$ cat config.mk
export PLATFORM = sky130hd
export DESIGN_NAME = dm_arbiter_flat
export DESIGN_NICKNAME = d
export VERILOG_FILES = /design/src/rtl/dm_arbiter_if.sv /design/src/rtl/dm_arbiter.sv /design/src/flat_wrapper.sv
export SDC_FILE = /design/constraint.sdc
export NUM_CORES = 1
export LEC_CHECK = 0
export ABC_CLOCK_PERIOD_IN_PS = 2500
export BUFFER_PORTS_ARGS = -buffer_cell sky130_fd_sc_hd__buf_4
export CORE_AREA = 2 2 119 121
export DETAILED_ROUTE_END_ITERATION = 8
export DIE_AREA = 0 0 121 123
export GPL_TIMING_DRIVEN = 0
export PLACE_DENSITY = 0.85
export REMOVE_ABC_BUFFERS = 1
export SLEW_MARGIN = 25
export SYNTH_ARGS = -nofsm -noshare
export SYNTH_HDL_FRONTEND = slang
export SYNTH_SLANG_ARGS = --single-unit
$ cat constraint.sdc
create_clock -name clk -period 2.5 [get_ports clk]
set_input_delay 0.125 -clock clk [delete_from_list [all_inputs] [get_ports clk]]
set_output_delay 0.125 -clock clk [all_outputs]
set_load 0.005 [all_outputs]
$ cat src/rtl/dm_arbiter_if.sv
// dm_arbiter_if: bundles the two requester ports, the data-memory port and
// the busy status of dm_arbiter.
//   slave  : arbiter side (takes requests and mem_rd, drives acks, mem_*, busy)
//   master : environment side (requesters plus memory model)
interface dm_arbiter_if;
  logic        p0_req,   p1_req;
  logic [31:0] p0_addr,  p1_addr;
  logic [31:0] p0_wdata, p1_wdata;
  logic        p0_we,    p1_we;
  logic [1:0]  p0_size,  p1_size;
  logic        p0_ack,   p1_ack;
  logic [31:0] p0_rdata, p1_rdata;
  logic        p0_err,   p1_err;
  logic [31:0] mem_addr;
  logic [31:0] mem_wdata;
  logic        mem_we;
  logic [3:0]  mem_byteen;
  logic [31:0] mem_rd;
  logic        busy;

  modport slave (
    input  p0_req, p0_addr, p0_wdata, p0_we, p0_size,
    input  p1_req, p1_addr, p1_wdata, p1_we, p1_size,
    input  mem_rd,
    output p0_ack, p0_rdata, p0_err, p1_ack, p1_rdata, p1_err,
    output mem_addr, mem_wdata, mem_we, mem_byteen, busy
  );

  modport master (
    output p0_req, p0_addr, p0_wdata, p0_we, p0_size,
    output p1_req, p1_addr, p1_wdata, p1_we, p1_size,
    output mem_rd,
    input  p0_ack, p0_rdata, p0_err, p1_ack, p1_rdata, p1_err,
    input  mem_addr, mem_wdata, mem_we, mem_byteen, busy
  );
endinterface

$ cat src/rtl/dm_arbiter.sv
// dm_arbiter: two-requester round-robin arbiter in front of a single
// word-wide data memory. Each access runs IDLE -> ACCESS -> DONE -> IDLE.
//   clk   : rising-edge clock
//   reset : asynchronous, active-low
//   bus   : dm_arbiter_if.slave (requester ports, memory port, busy)
// Parameter P0_FIRST selects which port wins the first simultaneous request.
module dm_arbiter #(
  parameter bit P0_FIRST = 1'b1
) (
  input  logic         clk,
  input  logic         reset,
  dm_arbiter_if.slave  bus
);
  typedef enum logic [1:0] {IDLE = 2'd0, ACCESS = 2'd1, DONE = 2'd2} state_e;

  typedef struct packed {
    logic [31:0] addr;
    logic [31:0] wdata;
    logic        we;
    logic [1:0]  size;
  } cmd_t;

  // Pointer holds the port served last; resetting it to the *other* port
  // makes the P0_FIRST-selected port win the first tie.
  localparam logic LAST_RST = P0_FIRST ? 1'b1 : 1'b0;

  state_e      state_q, state_d;
  cmd_t        cmd_q, cmd_d;
  logic        win_q, win_d;
  logic        last_q, last_d;
  logic [31:0] rdata0_q, rdata0_d, rdata1_q, rdata1_d;

  logic        grant, gnt_port, misaligned;
  logic [3:0]  byteen;
  logic [31:0] lane_wdata;

  // Arbitration: on a tie the port not served last wins.
  always_comb begin
    gnt_port = 1'b0;
    if (bus.p0_req && bus.p1_req) gnt_port = ~last_q;
    else if (bus.p1_req)          gnt_port = 1'b1;
  end
  assign grant = (state_q == IDLE) && (bus.p0_req || bus.p1_req);

  // State register
  always_ff @(posedge clk or negedge reset) begin
    if (!reset) state_q <= IDLE;
    else        state_q <= state_d;
  end

  // Next-state logic
  always_comb begin
    state_d = state_q;
    case (state_q)
      IDLE:    if (grant) state_d = ACCESS;
      ACCESS:  state_d = DONE;
      DONE:    state_d = IDLE;
      default: state_d = IDLE;
    endcase
  end

  // Command latch, pointer and per-port read data
  always_comb begin
    cmd_d    = cmd_q;
    win_d    = win_q;
    last_d   = last_q;
    rdata0_d = rdata0_q;
    rdata1_d = rdata1_q;
    if (grant) begin
      win_d  = gnt_port;
      last_d = gnt_port;
      cmd_d  = gnt_port ? cmd_t'{bus.p1_addr, bus.p1_wdata, bus.p1_we, bus.p1_size}
                        : cmd_t'{bus.p0_addr, bus.p0_wdata, bus.p0_we, bus.p0_size};
    end
    // Raw word is returned; lane extraction is left to the requester.
    if (state_q == ACCESS && !cmd_q.we) begin
      if (win_q) rdata1_d = bus.mem_rd;
      else       rdata0_d = bus.mem_rd;
    end
  end

  always_ff @(posedge clk or negedge reset) begin
    if (!reset) begin
      cmd_q    <= '0;
      win_q    <= 1'b0;
      last_q   <= LAST_RST;
      rdata0_q <= '0;
      rdata1_q <= '0;
    end else begin
      cmd_q    <= cmd_d;
      win_q    <= win_d;
      last_q   <= last_d;
      rdata0_q <= rdata0_d;
      rdata1_q <= rdata1_d;
    end
  end

  // Alignment check, byte enables and lane replication from the latched command
  always_comb begin
    misaligned = 1'b0;
    byteen     = 4'b0000;
    lane_wdata = cmd_q.wdata;
    case (cmd_q.size)
      2'd0: begin
        byteen     = 4'b0001 << cmd_q.addr[1:0];
        lane_wdata = {4{cmd_q.wdata[7:0]}};
      end
      2'd1: begin
        misaligned = cmd_q.addr[0];
        byteen     = cmd_q.addr[1] ? 4'b1100 : 4'b0011;
        lane_wdata = {2{cmd_q.wdata[15:0]}};
      end
      2'd2: begin
        misaligned = (cmd_q.addr[1:0] != 2'b00);
        byteen     = 4'b1111;
      end
      default: misaligned = 1'b1;
    endcase
    if (misaligned) byteen = 4'b0000;
  end

  // Outputs: memory port only live in ACCESS, acks only in DONE. All are
  // decoded from state_q so reset silences them immediately.
  always_comb begin
    bus.mem_addr   = '0;
    bus.mem_wdata  = '0;
    bus.mem_we     = 1'b0;
    bus.mem_byteen = 4'b0000;
    bus.p0_ack     = 1'b0;
    bus.p1_ack     = 1'b0;
    bus.p0_err     = 1'b0;
    bus.p1_err     = 1'b0;
    bus.busy       = (state_q != IDLE);
    if (state_q == ACCESS) begin
      bus.mem_addr   = {cmd_q.addr[31:2], 2'b00};
      bus.mem_wdata  = lane_wdata;
      bus.mem_we     = cmd_q.we && !misaligned;
      bus.mem_byteen = byteen;
    end
    if (state_q == DONE) begin
      bus.p0_ack = ~win_q;
      bus.p1_ack =  win_q;
      bus.p0_err = ~win_q && misaligned;
      bus.p1_err =  win_q && misaligned;
    end
  end

  assign bus.p0_rdata = rdata0_q;
  assign bus.p1_rdata = rdata1_q;
endmodule

$ cat src/flat_wrapper.sv
// flat-port wrapper written by rule: the top's interface ports become plain ports
module dm_arbiter_flat 
#(
  parameter bit P0_FIRST = 1'b1
)
  (clk, reset, bus_p0_req, bus_p0_addr, bus_p0_wdata, bus_p0_we, bus_p0_size, bus_p1_req, bus_p1_addr, bus_p1_wdata, bus_p1_we, bus_p1_size, bus_mem_rd, bus_p0_ack, bus_p0_rdata, bus_p0_err, bus_p1_ack, bus_p1_rdata, bus_p1_err, bus_mem_addr, bus_mem_wdata, bus_mem_we, bus_mem_byteen, bus_busy);
  dm_arbiter_if bus_i ();
  input  logic clk;
  input  logic reset;
  input wire logic [$bits(bus_i.p0_req)-1:0] bus_p0_req;
  input wire logic [$bits(bus_i.p0_addr)-1:0] bus_p0_addr;
  input wire logic [$bits(bus_i.p0_wdata)-1:0] bus_p0_wdata;
  input wire logic [$bits(bus_i.p0_we)-1:0] bus_p0_we;
  input wire logic [$bits(bus_i.p0_size)-1:0] bus_p0_size;
  input wire logic [$bits(bus_i.p1_req)-1:0] bus_p1_req;
  input wire logic [$bits(bus_i.p1_addr)-1:0] bus_p1_addr;
  input wire logic [$bits(bus_i.p1_wdata)-1:0] bus_p1_wdata;
  input wire logic [$bits(bus_i.p1_we)-1:0] bus_p1_we;
  input wire logic [$bits(bus_i.p1_size)-1:0] bus_p1_size;
  input wire logic [$bits(bus_i.mem_rd)-1:0] bus_mem_rd;
  output wire logic [$bits(bus_i.p0_ack)-1:0] bus_p0_ack;
  output wire logic [$bits(bus_i.p0_rdata)-1:0] bus_p0_rdata;
  output wire logic [$bits(bus_i.p0_err)-1:0] bus_p0_err;
  output wire logic [$bits(bus_i.p1_ack)-1:0] bus_p1_ack;
  output wire logic [$bits(bus_i.p1_rdata)-1:0] bus_p1_rdata;
  output wire logic [$bits(bus_i.p1_err)-1:0] bus_p1_err;
  output wire logic [$bits(bus_i.mem_addr)-1:0] bus_mem_addr;
  output wire logic [$bits(bus_i.mem_wdata)-1:0] bus_mem_wdata;
  output wire logic [$bits(bus_i.mem_we)-1:0] bus_mem_we;
  output wire logic [$bits(bus_i.mem_byteen)-1:0] bus_mem_byteen;
  output wire logic [$bits(bus_i.busy)-1:0] bus_busy;
  assign bus_i.p0_req = bus_p0_req;
  assign bus_i.p0_addr = bus_p0_addr;
  assign bus_i.p0_wdata = bus_p0_wdata;
  assign bus_i.p0_we = bus_p0_we;
  assign bus_i.p0_size = bus_p0_size;
  assign bus_i.p1_req = bus_p1_req;
  assign bus_i.p1_addr = bus_p1_addr;
  assign bus_i.p1_wdata = bus_p1_wdata;
  assign bus_i.p1_we = bus_p1_we;
  assign bus_i.p1_size = bus_p1_size;
  assign bus_i.mem_rd = bus_mem_rd;
  assign bus_p0_ack = bus_i.p0_ack;
  assign bus_p0_rdata = bus_i.p0_rdata;
  assign bus_p0_err = bus_i.p0_err;
  assign bus_p1_ack = bus_i.p1_ack;
  assign bus_p1_rdata = bus_i.p1_rdata;
  assign bus_p1_err = bus_i.p1_err;
  assign bus_mem_addr = bus_i.mem_addr;
  assign bus_mem_wdata = bus_i.mem_wdata;
  assign bus_mem_we = bus_i.mem_we;
  assign bus_mem_byteen = bus_i.mem_byteen;
  assign bus_busy = bus_i.busy;
  dm_arbiter #(.P0_FIRST(P0_FIRST)) u_core (.clk(clk), .reset(reset), .bus(bus_i));
endmodule
== Word level (Yosys, flattened, before mapping) ==
Index checks and enable logic that the tools add are counted.

* Flip-flop bits (word level): 135
* Output and inout port bits: 138

* Equal/unequal tests: 5
* Shift-type cells: 1
* Mux-type cells: 18
* Bitwise operators: 2
* Reductions and logical operators: 15

{| class="wikitable"
|+ Operators with widths
! kind !! number
|-
| 67-bit two-way mux || 1
|-
| 32-bit two-way mux || 2
|-
| 32-bit one-hot mux with 2 select lines || 1
|-
| 4-bit two-way mux || 3
|-
| 4-bit one-hot mux with 3 select lines || 1
|-
| 1-bit two-way mux || 7
|-
| 1-bit logical AND || 6
|-
| 2-bit by 1-bit == test with 1-bit output (second input constant) || 2
|-
| 2-bit == test (second input constant) || 2
|-
| 2-bit logical NOT || 2
|-
| 2-bit one-hot mux with 2 select lines || 1
|-
| 2-bit AND reduction || 2
|-
| 2-bit nonzero test || 2
|-
| 1-bit by 2-bit << shifter with 4-bit output (first input constant) || 1
|-
| 1-bit one-hot mux with 3 select lines || 1
|-
| 1-bit logical NOT || 2
|-
| 2-bit two-way mux || 1
|-
| 2-bit by 1-bit != test with 1-bit output (second input constant) || 1
|-
| 1-bit NOT || 2
|-
| 1-bit logical OR || 1
|}

== Longest topological paths before layout ==
* Depth after elaboration: 5
* Gate-level depth with buffers: 6
* Mapped depth without buffers: 3

== Worst setup path after synthesis ==
Ideal clock, no wire load.

* Path kind: reg2reg
* Start: reg u_core.last_q
* End: reg u_core.cmd_q[50] in the netlist's numbering
* Library setup time: 0.125 ns
* Arrival time: 1.563 ns
* Data required time: 2.375 ns
* Slack: 0.812 ns
* Cell stages (with the launch flop): 7
* Buffers on the path: 3
* Period minus slack after synthesis: 1.688 ns
* Cells stage by stage: dfstp_2 > a21bo_1 > buf_6 > buf_6 > buf_6 > mux2_4 > mux2_4

* Cells in the longest elaborated chain, start to end: 3

{| class="wikitable"
|+ RTL lines
! item !! RTL line !! source
|-
| start: declaration || dm_arbiter.sv:30 || <nowiki>logic last_q, last_d;</nowiki>
|-
| start signal: assignment || dm_arbiter.sv:92 || <nowiki>last_q <= last_d;</nowiki>
|-
| 1-bit NOT || dm_arbiter.sv:40 || <nowiki>if (bus.p0_req && bus.p1_req) gnt_port = ~last_q;</nowiki>
|-
| 1-bit two-way mux || dm_arbiter.sv:40 ||
|-
| 67-bit two-way mux || dm_arbiter.sv:72 || <nowiki>cmd_d = gnt_port ? cmd_t'{bus.p1_addr, bus.p1_wdata, bus.p1_we, bus.p1_size}</nowiki>
|-
| end signal: assignment || dm_arbiter.sv:90 || <nowiki>cmd_q <= cmd_d;</nowiki>
|-
| end: declaration || dm_arbiter.sv:28 || <nowiki>cmd_t cmd_q, cmd_d;</nowiki>
|}

Every way passes these cells.
A chain may end at the register's enable or synchronous reset.

== Final worst setup path ==
* Start: reg u_core.state_q[1]
* End: out bus_mem_addr[10]

* Cells in the longest elaborated chain, start to end: 2

{| class="wikitable"
|+ RTL lines
! item !! RTL line !! source
|-
| start: declaration || dm_arbiter.sv:27 || <nowiki>state_e state_q, state_d;</nowiki>
|-
| start signal: assignment || dm_arbiter.sv:48 || <nowiki>else state_q <= state_d;</nowiki>
|-
| 2-bit by 1-bit == test with 1-bit output || dm_arbiter.sv:134 || <nowiki>if (state_q == ACCESS) begin</nowiki>
|-
| 32-bit two-way mux || dm_arbiter.sv:134 ||
|-
| end: declaration || flat_wrapper.sv:27 || <nowiki>output wire logic [$bits(bus_i.mem_addr)-1:0] bus_mem_addr;</nowiki>
|}

Every way passes these cells.

==> results by group <==
Detailed routing
  – DRT Pass-1 Iters: 4
  – DR DRC count: 0
  – Via Count: 5,415
  – Routed wire per std cell: 19.74 µm
  – Via density: 5.207
  – Starting DRT DRC Count: 317
  – ANT nets after route: 0
  – Final wirelength: 20,530 µm

Clock tree
  – Clk buf depth: 2
  – Htree depth: 4
  – Clk slew on worst S/H paths: 0.06 ns
  – Latest clock arrival within the worst-skew pair: 0.41 ns
  – CTS buffer count: 17
  – Clk sinks: 135
  – CTS tree: built
  – Root Driver: clkbuf_16

Synth
  – Top cells by count, synth: mux2_2 (164), dfrtp_1 (134), and2_1 (38)
  – Synth warn: 0
  – Synth area leader: dfrtp_1
  – Synthesized area: 6814 µm²
  – Main synth FF type: dfrtp_1
  – Seq cells post-synth: 135
  – Count leader, synth: mux2_2
  – Leading post-synthesis cells by cell area: dfrtp_1 (49%), mux2_2 (27%), mux2_4 (7.5%), and2_1 (3.5%), mux2i_1 (1.8%)
  – Post-synth EDFFs: 0
  – Yosys cell types: 32
  – Share of the synthesized area in the top cell type: 49.21%
  – Asr flop ratio synth: 100.0%
  – Post-synthesis sequential area ratio: 49.60%
  – Syn Area/Cell: 13.13 µm²
  – Mapped Cells: 519

GRT
  – Grt peak-use layer: met2
  – Grt ovf: 0
  – Met2 Use GR: 47.09%
  – First-pass GRT wire length: 30,480 µm
  – Met1 Track Usage GR: 30.61%
  – Met3 usage: 7.980%
  – Total track usage: 26.73%
  – Initial antenna violation count: 0
  – Largest net degree at the start of global routing: 83
  – Vias in the first global route: 5,726

Critical path
  – Crit-path slowest cell: nand2b_4
  – Crit Path Max Fanout: 34
  – Kind of critical path: reg2out
  – CP Launch Type: flip-flop
  – R2r setup slk: 0.33 ns
  – Crit path depth: 4
  – Crit path arrival time: 2.15 ns
  – Top delay family on crit path: simple AND/OR/NAND/NOR gates
  – WP data required: 2.38 ns
  – Reg-to-reg startpoint: u_core.state_q[0]
  – R2r endpoint: u_core.cmd_q[66]
  – Buf+Inv Stages, Crit Path: 2
  – Reg2reg path depth: 4
  – Worst setup endpoint: bus_mem_addr[10]
  – Largest stage delay, worst path: 0.48 ns
  – Critical path startpoint: u_core.state_q[1]
  – CP Cell Sequence: nand2b_4 -> clkinvlp_4 -> and2_1 -> buf_4
  – Worst Setup End Kind: output pin

STA
  – Slew @ Worst Pin: 0.8212 ns
  – Fmax: 0.4389 GHz
  – Hold WS: 0.01548 ns
  – Layout Skew: 0.006387 ns
  – Max-slew headroom: 45.25%
  – Hold Fails Final Rpt: 0
  – RSZ-0062 raised after global routing: no
  – TNS Setup: 0 ns
  – Setup Viol. Count Final: 0
  – Min Tclk post-route: 2.279 ns
  – Final max-slew violation count: 0
  – Period utilization: 91.14%

Die
  – IO Count: 308
  – Initial Util: 50.06%
  – Die area: 14,880 µm²
  – Overall die height: 123 µm
  – Placeable Area: 13,610 µm²
  – FP Rows: 43
  – Die width: 121 µm

Layout
  – Post-Route Utilization: 75.19%
  – Non-Filler Instances: 1,040
  – Syn-to-layout area delta: 50.20%
  – Post-route cell area: 10,230 µm²
  – Nets: 1,017
  – Share of layout cells above drive strength 1: 64.30%
  – Ant diodes: 0

Outcome
  – Status: complete, no violations

Worst hold path
  – Worst hold path type: in2reg

Placed design
  – HPWL after detailed placement: 13,590 µm
  – Placed Area: 9271 µm²
  – I/O Buffers: 305
  – Placed cells: 971
  – Gpl congestion: 0.7564

Run
  – MaxCap Viol Count: 0

Power and ir drop
  – Power per cell area: 1216 nW/µm²
  – Leak pwr: 4.881 nW
  – Peak VDD IR: 0.0008283 V
[per-stage QoR]
step | power, mW | setup slack (ns)
2_1_floorplan | 7.025 | -0.4784
3_3_place_gp | 9.510 | -1.378
3_5_place_dp | 9.724 | 0.04288
4_1_cts | 12.36 | 0.07317
5_1_grt | 13.10 | 0.09912
6_report | 12.45 | 0.2214
[metal layers]
| layer | up-vias | part of all wire, % | routed length (µm) |
|---|---|---|---|
| li1 | 2464 | - | - |
| met1 | 2683 | 38 | 7838 |
| met2 | 241 | 51 | 10550 |
| met3 | 27 | 8.3 | 1699 |
| met4 | 0 | 2.2 | 446 |
| met5 | - | 0 | 0 |
[placed cells by master (no fill, tap or decap), drive strengths merged]
| cell | n |
|---|---|
| a2111oi | 1 |
| a21bo | 1 |
| a21oi | 19 |
| a31oi | 2 |
| and2 | 38 |
| and3 | 1 |
| buf | 312 |
| bufinv | 2 |
| clkbuf | 19 |
| clkinv | 6 |
| clkinvlp | 6 |
| conb | 2 |
| dfrtp | 134 |
| dfstp | 1 |
| dlygate4sd3 | 34 |
| inv | 7 |
| mux2 | 202 |
| mux2i | 12 |
| nand2 | 24 |
| nand2b | 1 |
| nand4 | 1 |
| nor2 | 10 |
| nor2b | 2 |
| nor3 | 4 |
| nor3b | 3 |
| nor4b | 1 |
| o21a | 2 |
| o21ai | 10 |
| o22ai | 2 |
| xor2 | 1 |
[state kept, by name, indices dropped and copies added, names as in the netlist]
| register | flops |
|---|---|
| u_core.bus.p0_rdata | 32 |
| u_core.bus.p1_rdata | 32 |
| u_core.cmd_q | 67 |
| u_core.last_q | 1 |
| u_core.state_q | 2 |
| u_core.win_q | 1 |
[repair_timing]
item,4_1_cts,5_1_grt
gates resized for setup,4,2
endpoints found under the setup margin,39,12
pin swaps,0,0
gates cloned,2,1
endpoints found under the hold margin,118,0
hold buffers,34,0
buffers inserted,0,0
[power by group]
part / internal (mW) / switching (mW)
Clock: 1.51 / 0.987
Sequential: 3.33 / 0.923
Combinational: 3.41 / 2.29
[tightest hold or removal path: stages]
cell and delay, ns:
buf_4 0.12, a21oi_1 0.12, a31oi_1 0.05
[how the worst min path moves through the flow]
stage | depth (start not counted) | startpoint | end | slack, ns
5_1_grt | 3 | bus_p1_req | u_core.last_q | 0.03
6_report | 3 | bus_p1_req | u_core.last_q | 0.02
2_1_floorplan | 0 | reset | u_core.bus.p0_rdata[0] | -0.17
3_3_place_gp | 2 | bus_p0_req | u_core.last_q | 0.30
3_5_place_dp | 1 | reset | u_core.cmd_q[30] | 0.07
4_1_cts | 3 | bus_p1_req | u_core.last_q | 0.006
[cells by family after synthesis]
kind of cell           Yosys count  synth area share (%)
buffers and inverters           46                 3.489
AND/OR/NAND/NOR                 85                 6.721
multiplexers                   214                 37.02
XOR/XNOR                         1                0.1286
other                            1               0.05503
AO/OA/AOI/OAI                   37                 2.993
flip-flops                     135                 49.60
[area by class of cell]
| type | instances | area, µm² |
|---|---|---|
| repair inverters | 3 | 22.52 |
| flip-flops and latches | 135 | 3381 |
| clock buffers | 19 | 442.9 |
| multi-input cells | 339 | 3237 |
| inverters | 5 | 22.52 |
| well taps | 180 | 225.2 |
| repair buffers | 346 | 2758 |
| clock inverters | 13 | 146.4 |
| fillers | 860 | 3377 |
No activity file was read; power rests on OpenSTA's default activity.
